`src/rtl/cfg_loader_pkg.sv`:
```
// cfg_loader_pkg: header layout, selector codes and loader state encoding
package cfg_loader_pkg;
  localparam int HDR_SEL_LSB = 28;
  localparam int HDR_SEL_W = 4;
  localparam int HDR_CNT_LSB = 16;
  localparam int HDR_CNT_W = 12;
  localparam int NUM_SEL = 9;
  localparam logic [HDR_SEL_W-1:0] SEL_LTP_LTD_WIN = 4'd0;
  localparam logic [HDR_SEL_W-1:0] SEL_LTP_LTD_RATE = 4'd1;
  localparam logic [HDR_SEL_W-1:0] SEL_BIAS_LEARN = 4'd2;
  localparam logic [HDR_SEL_W-1:0] SEL_NURN_TYPE = 4'd3;
  localparam logic [HDR_SEL_W-1:0] SEL_MASK_REST = 4'd4;
  localparam logic [HDR_SEL_W-1:0] SEL_AER = 4'd5;
  localparam logic [HDR_SEL_W-1:0] SEL_FIX_THR = 4'd6;
  localparam logic [HDR_SEL_W-1:0] SEL_LEARN_WEIGHT = 4'd7;
  localparam logic [HDR_SEL_W-1:0] SEL_NUM_NURN_AXON = 4'd8;
  typedef enum logic [1:0] {ST_IDLE, ST_DATA, ST_UNPACK, ST_DRAIN} state_t;
  function automatic logic [NUM_SEL-1:0] sel_onehot(input logic [HDR_SEL_W-1:0] sel);
    logic [NUM_SEL-1:0] oh;
    oh = '0;
    case (sel)
      SEL_LTP_LTD_WIN:   oh[0] = 1'b1;
      SEL_LTP_LTD_RATE:  oh[1] = 1'b1;
      SEL_BIAS_LEARN:    oh[2] = 1'b1;
      SEL_NURN_TYPE:     oh[3] = 1'b1;
      SEL_MASK_REST:     oh[4] = 1'b1;
      SEL_AER:           oh[5] = 1'b1;
      SEL_FIX_THR:       oh[6] = 1'b1;
      SEL_LEARN_WEIGHT:  oh[7] = 1'b1;
      SEL_NUM_NURN_AXON: oh[8] = 1'b1;
      default:           oh = '0;
    endcase
    return oh;
  endfunction
  function automatic logic sel_valid(input logic [HDR_SEL_W-1:0] sel);
    return sel <= SEL_NUM_NURN_AXON;
  endfunction
endpackage

```
`src/rtl/cfg_stream_loader_if.sv`:
```
// cfg_stream_loader_if: config word stream in, config memory write port out
interface cfg_stream_loader_if #(
  parameter int DATA_W = 32,
  parameter int ADDR_W = 16,
  parameter int WE_W = 9
);
  logic              cfg_valid_i;
  logic [31:0]       cfg_data_i;
  logic              cfg_ready_o;
  logic [DATA_W-1:0] config_data_out;
  logic [WE_W-1:0]   config_write_enable_out;
  logic [ADDR_W-1:0] config_write_address_out;
  logic              busy_o;
  logic              done_o;
  logic              err_o;
  modport master (
    output cfg_valid_i, cfg_data_i,
    input  cfg_ready_o, config_data_out, config_write_enable_out, config_write_address_out,
    input  busy_o, done_o, err_o
  );
  modport slave (
    input  cfg_valid_i, cfg_data_i,
    output cfg_ready_o, config_data_out, config_write_enable_out, config_write_address_out,
    output busy_o, done_o, err_o
  );
endinterface

```
`src/rtl/cfg_bit_unpacker.sv`:
```
// cfg_bit_unpacker: serialises bits 1..31 of a loaded word, bit 0 is written by the loader directly
module cfg_bit_unpacker (
  input  logic        clk_i,
  input  logic        rst_n_i,
  input  logic        i_load,
  input  logic [31:0] i_data,
  input  logic        i_shift,
  output logic        o_bit,
  output logic        o_last
);
  logic [31:0] r_sr;
  logic [4:0]  r_cnt;
  always_ff @(posedge clk_i or negedge rst_n_i) begin
    if (!rst_n_i) begin
      r_sr  <= '0;
      r_cnt <= '0;
    end else if (i_load) begin
      r_sr  <= i_data >> 1;
      r_cnt <= 5'd1;
    end else if (i_shift) begin
      r_sr  <= r_sr >> 1;
      r_cnt <= r_cnt + 5'd1;
    end
  end
  assign o_bit  = r_sr[0];
  assign o_last = &r_cnt;
endmodule

```
`src/rtl/cfg_stream_loader.sv`:
```
// cfg_stream_loader: decodes config stream packets into config memory write strobes
module cfg_stream_loader
  import cfg_loader_pkg::*;
#(
  parameter int NUM_NURNS = 256,
  parameter int NUM_AXONS = 256,
  parameter int DSIZE = 16,
  parameter int NURN_CNT_BIT_WIDTH = 8,
  parameter int AXON_CNT_BIT_WIDTH = 8,
  parameter int CONFIG_PARAMETER_NUMBER = 9,
  localparam int ADDR_W = NURN_CNT_BIT_WIDTH + AXON_CNT_BIT_WIDTH
) (
  input logic clk_i,
  input logic rst_n_i,
  cfg_stream_loader_if.slave vif
);
  localparam int W_DATA = DSIZE * 2;
  localparam int unsigned NURN_LIM = NUM_NURNS;
  localparam int unsigned WGT_LIM = NUM_NURNS * NUM_AXONS;
  if (ADDR_W > 16) begin : g_addr_chk
    $error("ADDR_W must not exceed 16");
  end
  state_t                       r_state, w_state_nx;
  logic [HDR_SEL_W-1:0]         r_sel, w_sel_nx, w_hdr_sel;
  logic [HDR_CNT_W-1:0]         r_rem, w_rem_nx, w_hdr_cnt;
  logic [ADDR_W-1:0]            r_addr, w_addr_nx, r_waddr, w_waddr_nx;
  logic [W_DATA-1:0]            r_wdata, w_wdata_nx;
  logic [CONFIG_PARAMETER_NUMBER-1:0] r_we, w_we_nx, w_onehot;
  logic r_done, w_done_nx, r_err, w_err_nx;
  logic w_acc, w_ready, w_load, w_shift, w_bit, w_last;
  logic w_nurn_oob, w_wgt_oob, w_wr, w_rem_zero;
  cfg_bit_unpacker u_unpack (
    .clk_i   (clk_i),
    .rst_n_i (rst_n_i),
    .i_load  (w_load),
    .i_data  (vif.cfg_data_i),
    .i_shift (w_shift),
    .o_bit   (w_bit),
    .o_last  (w_last)
  );
  assign w_ready    = r_state != ST_UNPACK;
  assign w_acc      = vif.cfg_valid_i && w_ready;
  assign w_hdr_sel  = vif.cfg_data_i[HDR_SEL_LSB +: HDR_SEL_W];
  assign w_hdr_cnt  = vif.cfg_data_i[HDR_CNT_LSB +: HDR_CNT_W];
  assign w_onehot   = CONFIG_PARAMETER_NUMBER'(sel_onehot(r_sel));
  assign w_rem_zero = r_rem == '0;
  assign w_nurn_oob = (r_sel != SEL_NUM_NURN_AXON) && (32'(r_addr) >= NURN_LIM);
  assign w_wgt_oob  = 32'(r_addr) >= WGT_LIM;
  // the neuron/axon count lives at address 0 only; later words of that packet are swallowed
  assign w_wr       = (r_sel == SEL_NUM_NURN_AXON) ? (r_addr == '0) : !w_nurn_oob;
  always_comb begin
    w_state_nx = r_state;
    w_sel_nx   = r_sel;
    w_rem_nx   = r_rem;
    w_addr_nx  = r_addr;
    w_we_nx    = '0;
    w_waddr_nx = '0;
    w_wdata_nx = '0;
    w_done_nx  = 1'b0;
    w_err_nx   = 1'b0;
    w_load     = 1'b0;
    w_shift    = 1'b0;
    case (r_state)
      ST_IDLE: if (w_acc) begin
        w_sel_nx   = w_hdr_sel;
        w_rem_nx   = w_hdr_cnt;
        w_addr_nx  = (w_hdr_sel == SEL_NUM_NURN_AXON) ? '0 : vif.cfg_data_i[ADDR_W-1:0];
        w_state_nx = sel_valid(w_hdr_sel) ? ST_DATA : ST_DRAIN;
        w_err_nx   = !sel_valid(w_hdr_sel);
      end
      ST_DATA: if (w_acc) begin
        w_addr_nx = r_addr + ADDR_W'(1);
        if (r_sel == SEL_LEARN_WEIGHT) begin
          w_load     = 1'b1;
          w_state_nx = ST_UNPACK;
          w_we_nx    = w_wgt_oob ? '0 : w_onehot;
          w_waddr_nx = r_addr;
          w_wdata_nx = W_DATA'(vif.cfg_data_i[0]);
          w_err_nx   = w_wgt_oob;
        end else begin
          w_we_nx    = w_wr ? w_onehot : '0;
          w_waddr_nx = w_wr ? r_addr : '0;
          w_wdata_nx = w_wr ? vif.cfg_data_i : '0;
          w_err_nx   = w_nurn_oob;
          w_done_nx  = w_rem_zero;
          w_rem_nx   = r_rem - HDR_CNT_W'(1);
          w_state_nx = w_rem_zero ? ST_IDLE : ST_DATA;
        end
      end
      ST_UNPACK: begin
        w_shift    = 1'b1;
        w_addr_nx  = r_addr + ADDR_W'(1);
        w_we_nx    = w_wgt_oob ? '0 : w_onehot;
        w_waddr_nx = r_addr;
        w_wdata_nx = W_DATA'(w_bit);
        w_err_nx   = w_wgt_oob;
        if (w_last) begin
          w_done_nx  = w_rem_zero;
          w_rem_nx   = r_rem - HDR_CNT_W'(1);
          w_state_nx = w_rem_zero ? ST_IDLE : ST_DATA;
        end
      end
      ST_DRAIN: if (w_acc) begin
        w_done_nx  = w_rem_zero;
        w_rem_nx   = r_rem - HDR_CNT_W'(1);
        w_state_nx = w_rem_zero ? ST_IDLE : ST_DRAIN;
      end
      default: w_state_nx = ST_IDLE;
    endcase
  end
  always_ff @(posedge clk_i or negedge rst_n_i) begin
    if (!rst_n_i) begin
      r_state <= ST_IDLE;
      r_sel   <= '0;
      r_rem   <= '0;
      r_addr  <= '0;
      r_we    <= '0;
      r_waddr <= '0;
      r_wdata <= '0;
      r_done  <= 1'b0;
      r_err   <= 1'b0;
    end else begin
      r_state <= w_state_nx;
      r_sel   <= w_sel_nx;
      r_rem   <= w_rem_nx;
      r_addr  <= w_addr_nx;
      r_we    <= w_we_nx;
      r_waddr <= w_waddr_nx;
      r_wdata <= w_wdata_nx;
      r_done  <= w_done_nx;
      r_err   <= w_err_nx;
    end
  end
  assign vif.cfg_ready_o              = w_ready;
  assign vif.busy_o                   = r_state != ST_IDLE;
  assign vif.done_o                   = r_done;
  assign vif.err_o                    = r_err;
  assign vif.config_write_enable_out  = r_we;
  assign vif.config_write_address_out = r_waddr;
  assign vif.config_data_out          = r_wdata;
endmodule

```
`src/flat_wrapper.sv`:
```
// flat-port wrapper written by rule: the top's interface ports become plain ports
module cfg_stream_loader_flat import cfg_loader_pkg::*;
#(
  parameter int NUM_NURNS = 256,
  parameter int NUM_AXONS = 256,
  parameter int DSIZE = 16,
  parameter int NURN_CNT_BIT_WIDTH = 8,
  parameter int AXON_CNT_BIT_WIDTH = 8,
  parameter int CONFIG_PARAMETER_NUMBER = 9,
  localparam int ADDR_W = NURN_CNT_BIT_WIDTH + AXON_CNT_BIT_WIDTH
)
  (clk_i, rst_n_i, vif_cfg_valid_i, vif_cfg_data_i, vif_cfg_ready_o, vif_config_data_out, vif_config_write_enable_out, vif_config_write_address_out, vif_busy_o, vif_done_o, vif_err_o);
  cfg_stream_loader_if #(.DATA_W(32), .ADDR_W(16), .WE_W(9)) vif_i ();
  input logic clk_i;
  input logic rst_n_i;
  input wire logic [$bits(vif_i.cfg_valid_i)-1:0] vif_cfg_valid_i;
  input wire logic [$bits(vif_i.cfg_data_i)-1:0] vif_cfg_data_i;
  output wire logic [$bits(vif_i.cfg_ready_o)-1:0] vif_cfg_ready_o;
  output wire logic [$bits(vif_i.config_data_out)-1:0] vif_config_data_out;
  output wire logic [$bits(vif_i.config_write_enable_out)-1:0] vif_config_write_enable_out;
  output wire logic [$bits(vif_i.config_write_address_out)-1:0] vif_config_write_address_out;
  output wire logic [$bits(vif_i.busy_o)-1:0] vif_busy_o;
  output wire logic [$bits(vif_i.done_o)-1:0] vif_done_o;
  output wire logic [$bits(vif_i.err_o)-1:0] vif_err_o;
  assign vif_i.cfg_valid_i = vif_cfg_valid_i;
  assign vif_i.cfg_data_i = vif_cfg_data_i;
  assign vif_cfg_ready_o = vif_i.cfg_ready_o;
  assign vif_config_data_out = vif_i.config_data_out;
  assign vif_config_write_enable_out = vif_i.config_write_enable_out;
  assign vif_config_write_address_out = vif_i.config_write_address_out;
  assign vif_busy_o = vif_i.busy_o;
  assign vif_done_o = vif_i.done_o;
  assign vif_err_o = vif_i.err_o;
  cfg_stream_loader #(.NUM_NURNS(NUM_NURNS), .NUM_AXONS(NUM_AXONS), .DSIZE(DSIZE), .NURN_CNT_BIT_WIDTH(NURN_CNT_BIT_WIDTH), .AXON_CNT_BIT_WIDTH(AXON_CNT_BIT_WIDTH), .CONFIG_PARAMETER_NUMBER(CONFIG_PARAMETER_NUMBER)) u_core (.clk_i(clk_i), .rst_n_i(rst_n_i), .vif(vif_i));
endmodule
```
`config.mk`:
```
export PLATFORM = sky130hd
export DESIGN_NAME = cfg_stream_loader_flat
export DESIGN_NICKNAME = d
export VERILOG_FILES = /design/src/rtl/cfg_loader_pkg.sv /design/src/rtl/cfg_stream_loader_if.sv /design/src/rtl/cfg_bit_unpacker.sv /design/src/rtl/cfg_stream_loader.sv /design/src/flat_wrapper.sv
export SDC_FILE = /design/constraint.sdc
export NUM_CORES = 1
export LEC_CHECK = 0
export CAP_MARGIN = 20
export CORE_ASPECT_RATIO = 1.25
export CORE_MARGIN = 2
export CORE_UTILIZATION = 42
export DETAILED_ROUTE_END_ITERATION = 10
export GPL_TIMING_DRIVEN = 0
export PLACE_DENSITY = 0.65
export SYNTH_ARGS = -nofsm -noshare
export SYNTH_HDL_FRONTEND = slang
export SYNTH_SLANG_ARGS = --single-unit
```
`constraint.sdc`:
```
create_clock -name clk_i -period 2.45 [get_ports clk_i]
set_clock_uncertainty 0.2 [all_clocks]
set_input_delay 0.49 -clock clk_i [delete_from_list [all_inputs] [get_ports clk_i]]
set_output_delay 0.49 -clock clk_i [all_outputs]
set_load 0.01 [all_outputs]
```
# Word-level counts from Yosys, hierarchy flattened
# Cells that the tools add are included.
# W data, S select, Z words.
[word_totals] ff_bits=130 inputBits=35 out_inout_bits=61 wordCells=108
[op_classes] addsub=3 n_lt_le_gt_ge=2 n_eq_ne=19 muxes=57 reduce_logical=16
[ops] operator="$mux W32" n=5
[ops] operator="$mux W16" n=6
[ops] operator="$pmux W32 S2" n=1
[ops] operator="$mux W12" n=5
[ops] operator="$pmux W12 S4" n=1
[ops] operator="$pmux W16 S3" n=1
[ops] operator="$pmux W16 S2" n=1
[ops] operator="$mux W9" n=3
[ops] operator="$mux W1" n=21
[ops] operator="$pmux W9 S2" n=1
[ops] operator="$add A16 B1 Y16 const B" n=1
[ops] operator="$eq A4 B3 Y1 const B" n=4
[ops] operator="$ge A16 B9 Y1 const B" n=1
[ops] operator="$logic_not A16 Y1" n=1
[ops] operator="$mux W2" n=7
[ops] operator="$logic_not A12 Y1" n=1
[ops] operator="$sub A12 B1 Y12 const B" n=1
[ops] operator="$mux W5" n=2
[ops] operator="$reduce_and A5 Y1" n=2
[ops] operator="$eq A4 B2 Y1 const B" n=2
[ops] operator="$eq A4 B4 Y1 const B" n=2
[ops] operator="$pmux W2 S4" n=1
[ops] operator="$ne A2 B1 Y1 const B" n=3
[ops] operator="$ne A2 B2 Y1 const B" n=3
[ops] operator="other kinds (17)" n=21

# Longest topological paths before layout
[depth] depth_word=8 depth_mapped=8 depth_no_buf=7

# Cells and area by module
# Synthesis repeated with hierarchy kept, for this count alone.
[hier_totals] cells_unflattened=588 area_unflattened_um2=6194.7
[modules_own_cells] module="cfg_stream_loader" n_inst=1 cells_per_inst=432 area_each_um2=4464.3 seq_area_each_um2=2327.2
[modules_own_cells] module="cfg_bit_unpacker" n_inst=1 cells_per_inst=156 area_each_um2=1730.4 seq_area_each_um2=900.9

# Least setup slack after synthesis
# No wires, ideal clock.
[synth_timing] path_type="register to register" startpoint="register u_core.r_state[1]" endpoint="register u_core.r_rem[10]" setup_ns=0.129 arrival_ns=1.906 t_required_ns=2.121 slack_ns=0.214 path_stages_with_launch=9 n_path_buf=2 synth_period_minus_slack_ns=2.236 cell_sequence="dfrtp_1 inv_1 ha_1 buf_6 or4b_4 o2bb2ai_2 buf_6 o31ai_1 o21ai_1"
[synth_via] elab_chain_len=4 word_cells_on_any_way=13 cone_classes="eq/ne: 9; mux: 1; reduce/logical: 3"
[synth_lines] element="start, declared" line="cfg_stream_loader.sv:23" text="state_t r_state, w_state_nx;"
[synth_lines] element="start signal, assigned" line="cfg_stream_loader.sv:123" text="r_state <= w_state_nx;"
[synth_lines] element="$ne A2 B2 Y1" line="cfg_stream_loader.sv:41" text="assign w_ready = r_state != ST_UNPACK;"
[synth_lines] element="$logic_and A1 B1 Y1" line="cfg_stream_loader.sv:42" text="assign w_acc = vif.cfg_valid_i && w_ready;"
[synth_lines] element="$ne A2 B1 Y1 (no source line)"
[synth_lines] element="$reduce_and A5 Y1 (no source line)"
[synth_lines] element="end signal, assigned" line="cfg_stream_loader.sv:125" text="r_rem <= w_rem_nx;"
[synth_lines] element="end, declared" line="cfg_stream_loader.sv:25" text="logic [HDR_CNT_W-1:0] r_rem, w_rem_nx, w_hdr_cnt;"
# Several ways; a longest one is shown, not always the timed one.
# A chain may end at the register's enable or synchronous reset.

# Worst setup path in the final report
[layout_timing] startpoint="register u_core.u_unpack.r_cnt[0]" endpoint="register u_core.r_state[1]"
[layout_via] elab_chain_len=3
[layout_lines] element="start, declared" line="cfg_bit_unpacker.sv:12" text="logic [4:0] r_cnt;"
[layout_lines] element="start signal, assigned" line="cfg_bit_unpacker.sv:22" text="r_cnt <= r_cnt + 5'd1;"
[layout_lines] element="$reduce_and A5 Y1" line="cfg_bit_unpacker.sv:26" text="assign o_last = &r_cnt;"
[layout_lines] element="$ne A2 B2 Y1 (no source line)"
[layout_lines] element="$reduce_and A4 Y1 (no source line)"
# No other way between the ends.

==> results.cfg <==
[sta]
post-route-min-period_ns = 2.413
grt_setup_unrepaired = true
final_max_slew_viol_count = 0
setup-tns-final_ns = 0
timing_worst_slew_pin_value_ns = 0.7446
hold_viol = 0
setup_viol = 0
worst_hold_margin_ns = 0.2807
timing.slew.headroom_pct = 50.36
period_share_pct = 98.51
fmax_ghz = 0.4143

[place]
place.gp.congestion = 0.8564
dp.final_hpwl_mm = 11.74
numPortBuffers = 94

[clock_tree]
cts_tree = yes
h-tree-depth = 4
numClockSinks = 129
worst_skew_pair.late_latency_ns = 0.43
clockBufferDepth = 2
cts_inserted_buffers = 17
cts_root_buf = clkbuf_16
cts.clk_slew.worst_paths_ns = 0.06

[pwr]
report.power.total_w = 0.009741
vdd_ir_drop_max_mv = 0.6317
p_leak_nw = 3.516
p_seq_share_pct = 32.8
cell_internal_pwr_w = 0.005953
power.share.clock_pct = 27.6
share_comb_of_total_power_pct = 39.7
netSwitchingPower_w = 0.003788
netSwitchingFraction_pct = 38.89
power_density_nw_per_um2 = 1213

[yosys]
yosys.area.top_type_share_pct = 54.14
synth-main-ff-cell = dfrtp_1
synth-edff-count = 0
postSynthAreaPerCell_um2 = 10.57
mappedNetlistNets = 610
synth.largest_area_cell = dfrtp_1
synthArstFlopShare_pct = 100.0
gate_count_post_synth = 564
yosys-top-cells-area = dfrtp_1 (54%), nand2_1 (4.7%), a22oi_1 (4.5%)
synth_seq_area_share_pct = 54.14
mappedNetlistArea_um2 = 5962
ys_ff_latch = 129
yosys_warnings = 0
synth_cell_type_count = 65

[critical_path]
worstPathCellList = ha_2, and3_4, ha_4, or4b_4, o2bb2ai_4, buf_8, buf_4, a22o_1
timing.critical_path.arrival_ns = 2.52
cp_slowest_stage_delay_ns = 0.50
kind_of_end_point_of_the_critical_path = register
critical_path_top_delay_cell = or4b_4
kind_of_critical_path = reg -> reg
crit_path_max_fanout = 8
critPathLaunchType = register
critical_path_rt_ns = 2.56

[routing]
vias = 5049
drt_first_iter_violations = 301
routed-wl-met2_mm = 8.570
dr.max_layer_used = met4
ant_nets = 0
met3RoutedLength_um = 847
detail_route.wirelength.met1_mm = 7.161
drt_pre_antenna_iters = 5
wl_mm = 17.04
remaining_drc_errors = 0
wl_per_cell_um = 19.45
drt-vias-per-instance = 5.764

[final_layout]
post_route_cells_drive_above_1_share_pct = 15.12
diode_insertion_count_for_antenna_repair = 0
layout-area-overhead-vs-synth_pct = 34.73
finish.net_count = 734
fill_cells = 1198

[run]
maxCapViolCount = 0

[floorplanning]
initial_core_util_pct = 42.97
dieHeight_um = 137.2
floorplan.core_area_um2 = 13870
die-width_um = 110.6
floorplan.rows = 48
design.portCount = 96
floorplan.die_area_um2 = 15170

[global_route]
vias_in_the_first_global_route = 5007
grt_util_all_layers_pct = 22.90
grt-ovfl-total = 0
grt_pass1_wl_mm = 27.11
grt_max_degree = 66
antenna_found_initial = 0

[worst_hold_path]
worstHoldPathType = reg -> reg

[run_status]
status = finished clean
==> cells in the final DEF (no fill, tap or decap), types with 7 or more instances in the layout <==
cell type | netlist | final
inv_1 | 14 | 13
clkbuf_1 | 21 | 16
buf_4 | 0 | 9
ha_1 | 11 | 8
buf_6 | 4 | 8
nor4_1 | 8 | 8
and2_1 | 34 | 34
o21ai_0 | 7 | 7
nand3_1 | 11 | 11
nor3_1 | 13 | 12
a22oi_1 | 36 | 36
dfrtp_1 | 129 | 128
nor2_1 | 31 | 30
a21oi_1 | 21 | 20
clkbuf_16 | 0 | 17
nor3b_1 | 9 | 9
nor3_2 | 6 | 7
clkdlybuf4s50_1 | 0 | 91
nand2_1 | 75 | 75
==> area by class of cell <==
type                    count  area, um2  area share, %
clock buffers              22      464.2          5.779
well taps                 175      219.0          2.726
inverters                  15      57.56         0.7165
clock inverters            10      157.7          1.963
repair buffers            106       1052          13.10
multi-input cells         384       2643          32.90
plain buffers              35      210.2          2.617
flip-flops and latches    129       3229          40.20
==> logic make-up (layout without fill, tap and decap cells) <==
| group | Yosys count | count (layout) | synth area share [%] |
|---|---|---|---|
| simple gates | 234 | 234 | 22.14 |
| compound gates | 130 | 130 | 15.97 |
| flops | 129 | 129 | 54.14 |
| buf+inv | 51 | 188 | 3.903 |
| fa+ha+maj | 11 | 11 | 2.308 |
| mux | 6 | 6 | 1.091 |
| xor+xnor | 3 | 3 | 0.4408 |
==> Yosys cell counts, types with 8 or more instances <==
master and number:
nor3b_1 9, and2_1 34, nand2_1 75, o31ai_1 8, inv_1 14, nor4_1 8, nor2_1 31, clkbuf_1 21
nor3_1 13, nand3_1 11, buf_2 9, ha_1 11, dfrtp_1 129, a21oi_1 21, a22oi_1 36
==> critical path: cells and delay by family (launching register included) <==
kind	cells	cell delay, ns
buffers and inverters	2	0.31
flip-flops	1	0.39
AO/OA/AOI/OAI	2	0.39
adder cells (fa/ha/maj)	2	0.31
AND/OR/NAND/NOR	2	0.69
==> final timing paths <==
| check | start | endpoint | slack (ns) | depth (start not counted) |
|---|---|---|---|---|
| worst max register to register | u_core.u_unpack.r_cnt[0] | u_core.r_state[1] | 0.04 | 8 |
| max in group asynchronous | rst_n_i | u_core.r_state[1] | 0.89 | 3 |
| worst min register to register | u_core.u_unpack.r_sr[8] | u_core.u_unpack.r_sr[8] | 0.28 | 2 |
| worst min-delay path | u_core.u_unpack.r_sr[8] | u_core.u_unpack.r_sr[8] | 0.28 | 2 |
| min in group asynchronous | rst_n_i | u_core.vif.config_write_address_out[6] | 0.42 | 2 |
| worst max-delay path | u_core.u_unpack.r_cnt[0] | u_core.r_state[1] | 0.04 | 8 |
==> stage by stage <==
stage | util, % | cells | setup slack (ns) | cell area [um2]
floorplan | - | 564 | 0.2144 | 5962
global placement | 51.33 | 833 | -4.293 | 7122
detailed placement | 51.54 | 834 | -0.4581 | 7151
CTS | 56.37 | 868 | -0.02263 | 7820
global route | 57.90 | 876 | -0.05856 | 8033
finish | 57.90 | 876 | 0.03651 | 8033
==> flip-flops by register name, indices dropped and copies added, names as in the netlist <==
register	count
u_core.vif.done_o	1
u_core.r_state	2
u_core.r_rem	12
u_core.u_unpack.r_sr	31
u_core.r_addr	16
u_core.vif.config_write_address_out	16
u_core.vif.config_data_out	32
u_core.vif.config_write_enable_out	9
u_core.u_unpack.r_cnt	5
u_core.r_sel	4
u_core.vif.err_o	1
==> layer usage <==
layer | track usage, % | vias to the layer above
met5 | 0 | -
met4 | 10.97 | 0
met3 | 4.136 | 34
met2 | 38.38 | 190
met1 | 29.03 | 2530
li1 | - | 2295
==> power groups by stage <==
stage | sequential [W] | combinational, W | clock (W)
3_5_place_dp | 0.00319 | 0.00351 | 0
4_1_cts | 0.00315 | 0.00358 | 0.00273
3_3_place_gp | 0.00317 | 0.00344 | 0
5_1_grt | 0.00327 | 0.00427 | 0.00280
2_1_floorplan | 0.00309 | 0.00243 | 0
6_report | 0.00319 | 0.00386 | 0.00269
==> timing repair <==
action                                  CTS  global route
hold buffers                              1             0
endpoints found under the setup margin  102            87
buffers inserted                          1             8
gates resized for setup                  16            37
endpoints found under the hold margin    64             0
pin swaps                                 0             2
gates cloned                              0             1
Note: power is estimated with default switching activity, not from simulation.
